**src/rtl/dcache_responder.sv**
```systemverilog
// Blocking direct-mapped write-back, write-allocate D-cache with single-beat 256-bit line refill/writeback.
// Optional event counters are built in when DCACHE_PERF_CNT_EN is defined; otherwise perf_* are tied to 0.
module dcache_responder #(
  parameter int NUM_SETS = 16
) (
  input  logic         clk,
  input  logic         rst_n,
  input  logic         flush,
  input  logic [31:0]  ufp_addr,
  input  logic [3:0]   ufp_rmask,
  input  logic [3:0]   ufp_wmask,
  input  logic [31:0]  ufp_wdata,
  output logic [31:0]  ufp_rdata,
  output logic         ufp_resp,
  output logic [31:0]  dfp_addr,
  output logic         dfp_read,
  output logic         dfp_write,
  output logic [255:0] dfp_wdata,
  input  logic [255:0] dfp_rdata,
  input  logic         dfp_resp,
  output logic [31:0]  perf_hits,
  output logic [31:0]  perf_misses,
  output logic [31:0]  perf_writebacks
);

  localparam int SET_W = $clog2(NUM_SETS);
  localparam int TAG_W = 27 - SET_W;

  typedef enum logic [1:0] {IDLE, COMPARE, WRITEBACK, ALLOCATE} state_t;

  state_t state, state_nxt;

  logic [255:0]     data_arr [NUM_SETS];
  logic [TAG_W-1:0] tag_arr  [NUM_SETS];
  logic [NUM_SETS-1:0] valid, dirty;

  logic [31:2]      req_addr;
  logic [3:0]       req_wmask;
  logic [31:0]      req_wdata;
  logic             req_write;
  logic             drop;
  logic             refilled;

  logic [TAG_W-1:0] req_tag;
  logic [SET_W-1:0] req_set;
  logic [2:0]       req_word;
  logic [255:0]     cur_line;
  logic [31:0]      cur_word, merged_word;
  logic             hit, accept, do_merge;
  logic             unused_bits;

  assign unused_bits = ^ufp_addr[1:0];

  assign req_tag  = req_addr[31:5+SET_W];
  assign req_set  = req_addr[4+SET_W:5];
  assign req_word = req_addr[4:2];
  assign cur_line = data_arr[req_set];
  assign cur_word = cur_line[{req_word, 5'b0} +: 32];
  assign hit      = valid[req_set] && (tag_arr[req_set] == req_tag);
  assign accept   = (state == IDLE) && ((ufp_rmask | ufp_wmask) != 4'b0) && !flush;

  always_comb begin
    merged_word = cur_word;
    for (int b = 0; b < 4; b++)
      if (req_wmask[b]) merged_word[8*b +: 8] = req_wdata[8*b +: 8];
  end

  always_comb begin
    state_nxt = state;
    ufp_resp  = 1'b0;
    ufp_rdata = '0;
    dfp_read  = 1'b0;
    dfp_write = 1'b0;
    dfp_addr  = '0;
    dfp_wdata = '0;
    do_merge  = 1'b0;
    case (state)
      IDLE: if (accept) state_nxt = COMPARE;
      COMPARE: begin
        // One settle cycle after a refill before the line is compared.
        if (refilled) begin
          state_nxt = COMPARE;
        end else if (hit) begin
          do_merge  = req_write;
          ufp_resp  = !(drop || flush);
          ufp_rdata = (req_write || drop || flush) ? 32'b0 : cur_word;
          state_nxt = IDLE;
        end else if (valid[req_set] && dirty[req_set]) begin
          state_nxt = WRITEBACK;
        end else begin
          state_nxt = ALLOCATE;
        end
      end
      WRITEBACK: begin
        dfp_write = 1'b1;
        dfp_addr  = {tag_arr[req_set], req_set, 5'b0};
        dfp_wdata = cur_line;
        if (dfp_resp) state_nxt = ALLOCATE;
      end
      ALLOCATE: begin
        dfp_read = 1'b1;
        dfp_addr = {req_addr[31:5], 5'b0};
        if (dfp_resp) state_nxt = COMPARE;
      end
      default: state_nxt = IDLE;
    endcase
  end

  always_ff @(posedge clk or negedge rst_n) begin
    if (!rst_n) begin
      state     <= IDLE;
      req_addr  <= '0;
      req_wmask <= '0;
      req_wdata <= '0;
      req_write <= 1'b0;
      drop      <= 1'b0;
      refilled  <= 1'b0;
      valid     <= '0;
      dirty     <= '0;
    end else begin
      state    <= state_nxt;
      refilled <= (state == ALLOCATE) && dfp_resp;
      if (accept) begin
        req_addr  <= ufp_addr[31:2];
        req_wmask <= ufp_wmask;
        req_wdata <= ufp_wdata;
        req_write <= (ufp_wmask != 4'b0);
      end
      if (state_nxt == IDLE)
        drop <= 1'b0;
      else if (flush && state != IDLE)
        drop <= 1'b1;
      if (state == WRITEBACK && dfp_resp)
        dirty[req_set] <= 1'b0;
      if (state == ALLOCATE && dfp_resp) begin
        valid[req_set] <= 1'b1;
        dirty[req_set] <= 1'b0;
      end
      if (do_merge)
        dirty[req_set] <= 1'b1;
    end
  end

  always_ff @(posedge clk) begin
    if (state == ALLOCATE && dfp_resp) begin
      data_arr[req_set] <= dfp_rdata;
      tag_arr[req_set]  <= req_tag;
    end else if (do_merge) begin
      data_arr[req_set][{req_word, 5'b0} +: 32] <= merged_word;
    end
  end

`ifdef DCACHE_PERF_CNT_EN
  logic        allocated;
  logic [31:0] hits_q, misses_q, wbs_q;

  always_ff @(posedge clk or negedge rst_n) begin
    if (!rst_n) begin
      allocated <= 1'b0;
      hits_q    <= '0;
      misses_q  <= '0;
      wbs_q     <= '0;
    end else begin
      if (accept)
        allocated <= 1'b0;
      else if (state == ALLOCATE)
        allocated <= 1'b1;
      if (state == COMPARE && !refilled && hit && !allocated && hits_q != 32'hFFFF_FFFF)
        hits_q <= hits_q + 32'd1;
      if (state == COMPARE && !refilled && !hit && misses_q != 32'hFFFF_FFFF)
        misses_q <= misses_q + 32'd1;
      if (state == WRITEBACK && dfp_resp && wbs_q != 32'hFFFF_FFFF)
        wbs_q <= wbs_q + 32'd1;
    end
  end

  assign perf_hits       = hits_q;
  assign perf_misses     = misses_q;
  assign perf_writebacks = wbs_q;
`else
  assign perf_hits       = '0;
  assign perf_misses     = '0;
  assign perf_writebacks = '0;
`endif

endmodule

```
**config.mk**
```make
export PLATFORM = sky130hd
export DESIGN_NAME = dcache_responder
export DESIGN_NICKNAME = d
export VERILOG_FILES = /design/src/rtl/dcache_responder.sv
export SDC_FILE = /design/constraint.sdc
export NUM_CORES = 2
export LEC_CHECK = 0
export CAP_MARGIN = 20
export CELL_PAD_IN_SITES_DETAIL_PLACEMENT = 0
export CELL_PAD_IN_SITES_GLOBAL_PLACEMENT = 1
export CORE_ASPECT_RATIO = 1.1
export CORE_MARGIN = 5
export CORE_UTILIZATION = 57
export CTS_CLUSTER_DIAMETER = 150
export DETAILED_ROUTE_END_ITERATION = 10
export PLACE_DENSITY_LB_ADDON = 0.1
export SYNTH_ARGS = -nofsm -noshare
export SYNTH_HDL_FRONTEND = slang
export SYNTH_MEMORY_MAX_BITS = 65536
export SYNTH_SLANG_ARGS = --single-unit
```
**constraint.sdc**
```tcl
create_clock -name clk -period 10.5 [get_ports clk]
set_input_delay 2.1 -clock clk [delete_from_list [all_inputs] [get_ports clk]]
set_output_delay 2.1 -clock clk [all_outputs]
set_load 0.01 [all_outputs]
```
Word-level counts from Yosys, hierarchy flattened
Memory sizes are Yosys's and may differ from the RTL's.
Index checks and enable logic that the tools add are counted.
Widths: inputs -> output; s select.
- add/sub/neg operators: 1
- order comparisons: 2
- eq/ne operators: 4
- shifts and indexed selects: 3
- mux-type cells: 297
- bitwise gates (word level): 262
- reductions and logical operators: 19
- operator list (cell ; count):
    $mux 256 ; 2
    $mux 1 ; 274
    $or 1x1->1 ; 256
    $shift 32x10->256 const A ; 1
    $shiftx 256x9->32 ; 1
    $shiftx 32x10->256 ; 1
    $mux 32 ; 4
    $pmux 32 s2 ; 1
    $mux 16 ; 3
    $and 16x16->16 ; 2
    $mux 8 ; 4
    $or 16x16->16 ; 2
    $eq 23x23->1 ; 1
    $not 16->16 ; 1
    $mux 2 ; 5
    $neg 8->10 ; 1
    $bmux 1 s4 ; 2
    $logic_and 1x1->1 ; 8
    $pmux 2 s4 ; 1
    $reduce_bool 4->1 ; 2
    $lt 4x5->1 const B ; 1
    $demux 1 s4 ; 1
    $eq 2x2->1 const B ; 2
    $ge 4x1->1 const B ; 1
    6 further kinds ; 11
- register bits: 103
- memory bits (writable): 4464
- output and inout port bits: 419
- logic and storage cells: 599
- memories kept: 2
- memory list (name ; words ; width ; read ports ; clocked after memory_dff ; wr ports ; RTL line ; source):
    data_arr ; 16 ; 256 ; 1 ; 0 ; 1 ; 33 ; logic [255:0] data_arr [NUM_SETS];
    tag_arr ; 16 ; 23 ; 1 ; 0 ; 1 ; 34 ; logic [TAG_W-1:0] tag_arr [NUM_SETS];

Depth between registers and ports, before layout
- depth in word-level cells: 11
- mapped depth: 15

Worst setup path before layout
Ideal clock, no wire load.
- path kind: flip-flop to output port
- start point: reg req_addr[7] (netlist name)
- end point: out ufp_rdata[22]
- arrival time: 3.242 ns
- setup slack: 5.158 ns
- stages on the path, launching flop included: 14
- path buffers: 6
- cells stage by stage: dfrtp_1 buf_2 buf_4 buf_2 buf_2 mux4_2 mux2i_1 xnor2_1 a31oi_2 buf_2 nor3_1 nand4_2 buf_2 nor4_1
- cells in the longest elaborated chain, start to end: 6
- ends and longest elaborated chain (element ; RTL line ; source):
    start, declared ; 37 ; logic [31:2] req_addr;
    start signal, assigned ; 124 ; req_addr <= ufp_addr[31:2];
    $mem_v2 16x256, or another cell as far along ; -- ;
    $shiftx 256x9->32, or another cell as far along ; 58 ; assign cur_word = cur_line[{req_word, 5'b0} +: 32];
    $mux 32 or $logic_and 1x1->1 (tied branches) ; 86, 59 ;
    $mux 32 * ; 83 ; end else if (hit) begin
    $mux 32 * ; 81 ; if (refilled) begin
    $mux 32 * ; 77 ; case (state)
    end, declared ; 13 ; output logic [31:0] ufp_rdata,
Every way passes the cells marked *; elsewhere a longest branch is shown, timed or not. The select of a mux whose other input is x is not followed.

Final worst setup path
- start point: reg req_addr[5] (netlist name)
- end point: out ufp_rdata[2]
The elaborated chain is that of the path after synthesis.

==> flow_metrics.py <==
metrics = {
    "timing": {
        "fmax_mhz": 105,
        "finalHoldViolCount": 0,
        "relSlewSlack_pct": 14.3,
        "final-setup-viol-count": 0,
        "fin_skew_ns": 0.0477,
        "worst_pin_slew_ns": 1.29,
        "finalCritPeriodShare_pct": 90.7,
        "rsz0062_at_grt": "false",
        "slew_viol_final": 0,
        "min_period_ns": 9.52,
        "setup_tns_ns": 0,
    },
    "critical_path": {
        "path_buf_inv": 3,
        "worstSetupStartpoint": "req_addr[5]",
        "worstSetupPathType": "register to primary output",
        "critPathArrivalTime_ns": 7.42,
        "reg2reg_depth": 12,
        "slowest_delay_ns": 0.87,
        "timing.rr.end": "data_arr[7][2]",
        "cp_top_family": "compound AO/OA/AOI/OAI gates",
        "crit_slowest_cell": "dfrtp_4",
        "path_depth": 11,
        "worstPathMaxFanout": 91,
        "startpoint_type": "register",
        "critPathRequiredTime_ns": 8.40,
        "crit_path_end": "ufp_rdata[2]",
        "crit_chain": "buf_12 -> buf_12 -> mux4_2 -> mux2_2 -> nor2_1 -> a211oi_1 -> a31oi_1 -> o221ai_1 -> o21bai_1 -> nor4_1 -> clkdlybuf4s50_1",
        "cpMostUsedCell": "buf_12",
        "rrSetupSlack_ns": 3.23,
        "timing.rr.start": "req_addr[5]",
        "end_kind": "primary output",
    },
    "hold_path": {
        "hp-class": "register to register",
    },
    "floorplan": {
        "die_w_um": 556,
        "io_pins": 751,
        "initial_core_util_pct": 57.2,
        "die_area_um2": 339000,
        "core.rowCount": 220,
        "core_area_um2": 326000,
        "dieHeight_um": 610,
    },
    "clocking": {
        "postCtsHoldBufs": 0,
        "cts.sinks": 4567,
        "path_clk_slew_ns": 0.06,
        "htree_levels": 5,
        "post_cts_buffers": 0,
        "cts-buffers-inserted": 446,
        "cts_max_path_buffers": 4,
        "cts_tree": "built",
        "cts_resized": 0,
        "cts_root_buffer": "clkbuf_16",
        "clock_latency_ns": 0.98,
    },
    "final_layout": {
        "seq_area_um2": 137000,
        "multiInputGateArea_um2": 47800,
        "area_growth_pct": 15.6,
        "num-fill-cells": 21900,
        "design_area_um2": 216000,
        "drive_gt1_share_pct": 24.2,
        "fin_nets": 10900,
    },
    "power_and_ir_drop": {
        "pwr-share-seq_pct": 35.7,
        "switchingPower_mw": 23.9,
        "p_comb_share_pct": 39.2,
        "ir_worst_vdd_mv": 0.298,
        "p_leak_nw": 72.2,
        "swShare_pct": 37.8,
        "powerDensity_nw_per_um2": 293,
        "clkPwrFrac_pct": 25.2,
        "p_int_mw": 39.4,
    },
    "global_routing": {
        "gr-total-overflow": 0,
        "grt_pass1_wl_mm": 799,
        "grt_usage_pct": 34.1,
        "antenna_found_initial": 47,
        "grt_pass1_vias": 99700,
        "grt_max_degree": 136,
    },
    "yosys": {
        "ys_ff_latch": 4567,
        "syn_area_per_cell_um2": 19.4,
        "yosys-top-cells-area": "edfxtp_1 72%, mux4_2 14%, mux2i_1 3.9%, dfrtp_1 1.4%, nand2_1 1.2%",
        "ys.flop_type": "edfxtp_1",
        "syn_inst": 9649,
        "synth_top_cell_by_area": "edfxtp_1",
        "yosysWarnings": 0,
        "syn_area_um2": 187000,
        "yosys.cell_count.top_type": "edfxtp_1",
        "synth_edf_count": 4464,
        "synth.top_cell.area_share_pct": 71.7,
        "yosys.cell_types.count": 75,
        "yosys-top-cells-count": "4464 x edfxtp_1, 1138 x mux4_2, 723 x mux2i_1",
        "synthArstFlopShare_pct": 2.26,
        "synth.yosys.seq_area_share_pct": 73.1,
    },
    "drt": {
        "post_drt_wl_per_cell_um": 37.9,
        "ant_nets": 0,
        "dr.pass1.iters": 6,
        "via_per_inst": 6.71,
        "post-route-drc-count": 0,
        "via_count": 103000,
        "drtIter0Drc": 15500,
        "wl_mm": 583,
    },
    "placement": {
        "port_buffers": 647,
        "postPlaceCellArea_um2": 201000,
        "hpwl_mm": 352,
        "gp_congestion": 0.884,
    },
    "job": {
        "drv_cap": 0,
    },
    "outcome": {
        "status": "completed",
    },
}
## state kept, by name, summed over array words and instances, names as in the netlist, 2 cells and up
name	count
data_arr	4096
req_addr	30
dirty	16
tag_arr	368
valid	16
state	2
req_wdata	32
req_wmask	4
## final cells by class
class / instances / share of cell area, %
tap: 4329 / 2.51
antenna: 42 / 0.0486
timing repair buffer: 1130 / 4.86
inverter: 299 / 0.531
clock inverter: 266 / 1.22
multi-input combinational: 4167 / 22.1
clock buffer: 552 / 5.44
sequential: 4567 / 63.2
## how the worst min path moves through the flow
stage                     depth (start not counted)  slack [ns]        end      start
final                                             1        0.47  valid[11]  valid[11]
after floorplan                                   1        0.43  valid[10]  valid[10]
after global routing                              1        0.48  valid[11]  valid[11]
after CTS                                         1        0.46   valid[1]   valid[1]
after detailed placement                          1        0.45   valid[0]   valid[0]
after global placement                            1        0.45  valid[10]  valid[10]
## logic make-up after synthesis
group                    Yosys count  share of synthesized area [%]
adder cells (fa/ha/maj)            2                         0.0134
multiplexers                    2025                           18.6
XOR/XNOR                          20                         0.0938
other                              1                        0.00201
AO/OA/AOI/OAI                    714                           2.63
flip-flops                      4567                           73.1
AND/OR/NAND/NOR                 1305                           3.07
buffers and inverters           1015                           2.49
## power by group through the flow
stage | Combinational, mW | Clock (mW) | Sequential [mW]
detailed placement | 24.2 | 0 | 22.9
global placement | 24.0 | 0 | 22.8
global route | 25.5 | 16.8 | 22.7
CTS | 24.3 | 16.1 | 22.6
finish | 24.8 | 15.9 | 22.6
floorplan | 13.3 | 0 | 22.5
## metrics by stage
step / instances / setup WS (ns) / total power, mW / utilization [%] / hold slack [ns]
detailed placement: 14400 / 2.35 / 47.2 / 61.4 / 0.449
floorplan: 9749 / 5.16 / 35.8 / - / 0.434
global route: 15300 / 0.770 / 65.0 / 66.1 / 0.478
global placement: 14400 / 2.08 / 46.8 / 61.4 / 0.445
finish: 15400 / 0.976 / 63.3 / 66.2 / 0.468
CTS: 15200 / 1.24 / 62.9 / 65.8 / 0.463
## placed cells by master, fill, tap and decap left out, drive strengths merged, types with 128 or more instances in the layout
master         netlist  final
a211oi             228    228
a21oi              212    212
and3               128    128
buf                369    479
clkbuf             347    557
clkdlybuf4s50        0    646
clkinv               1    190
edfxtp            4464   4464
inv                298    313
mux2               164    164
mux2i              723    723
mux4              1138   1138
nand2              621    621
nor2               333    333
## per-layer routing
| metal | vias up | routed length [um] | track usage (%) |
|---|---|---|---|
| met2 | 6865 | 262000 | 49.9 |
| met1 | 54300 | 216000 | 48.8 |
| li1 | 40800 | - | - |
| met4 | 8 | 31200 | 15.5 |
| met5 | - | 56 | 0 |
| met3 | 970 | 73100 | 8.94 |
Note: power is estimated with default switching activity, not from simulation.
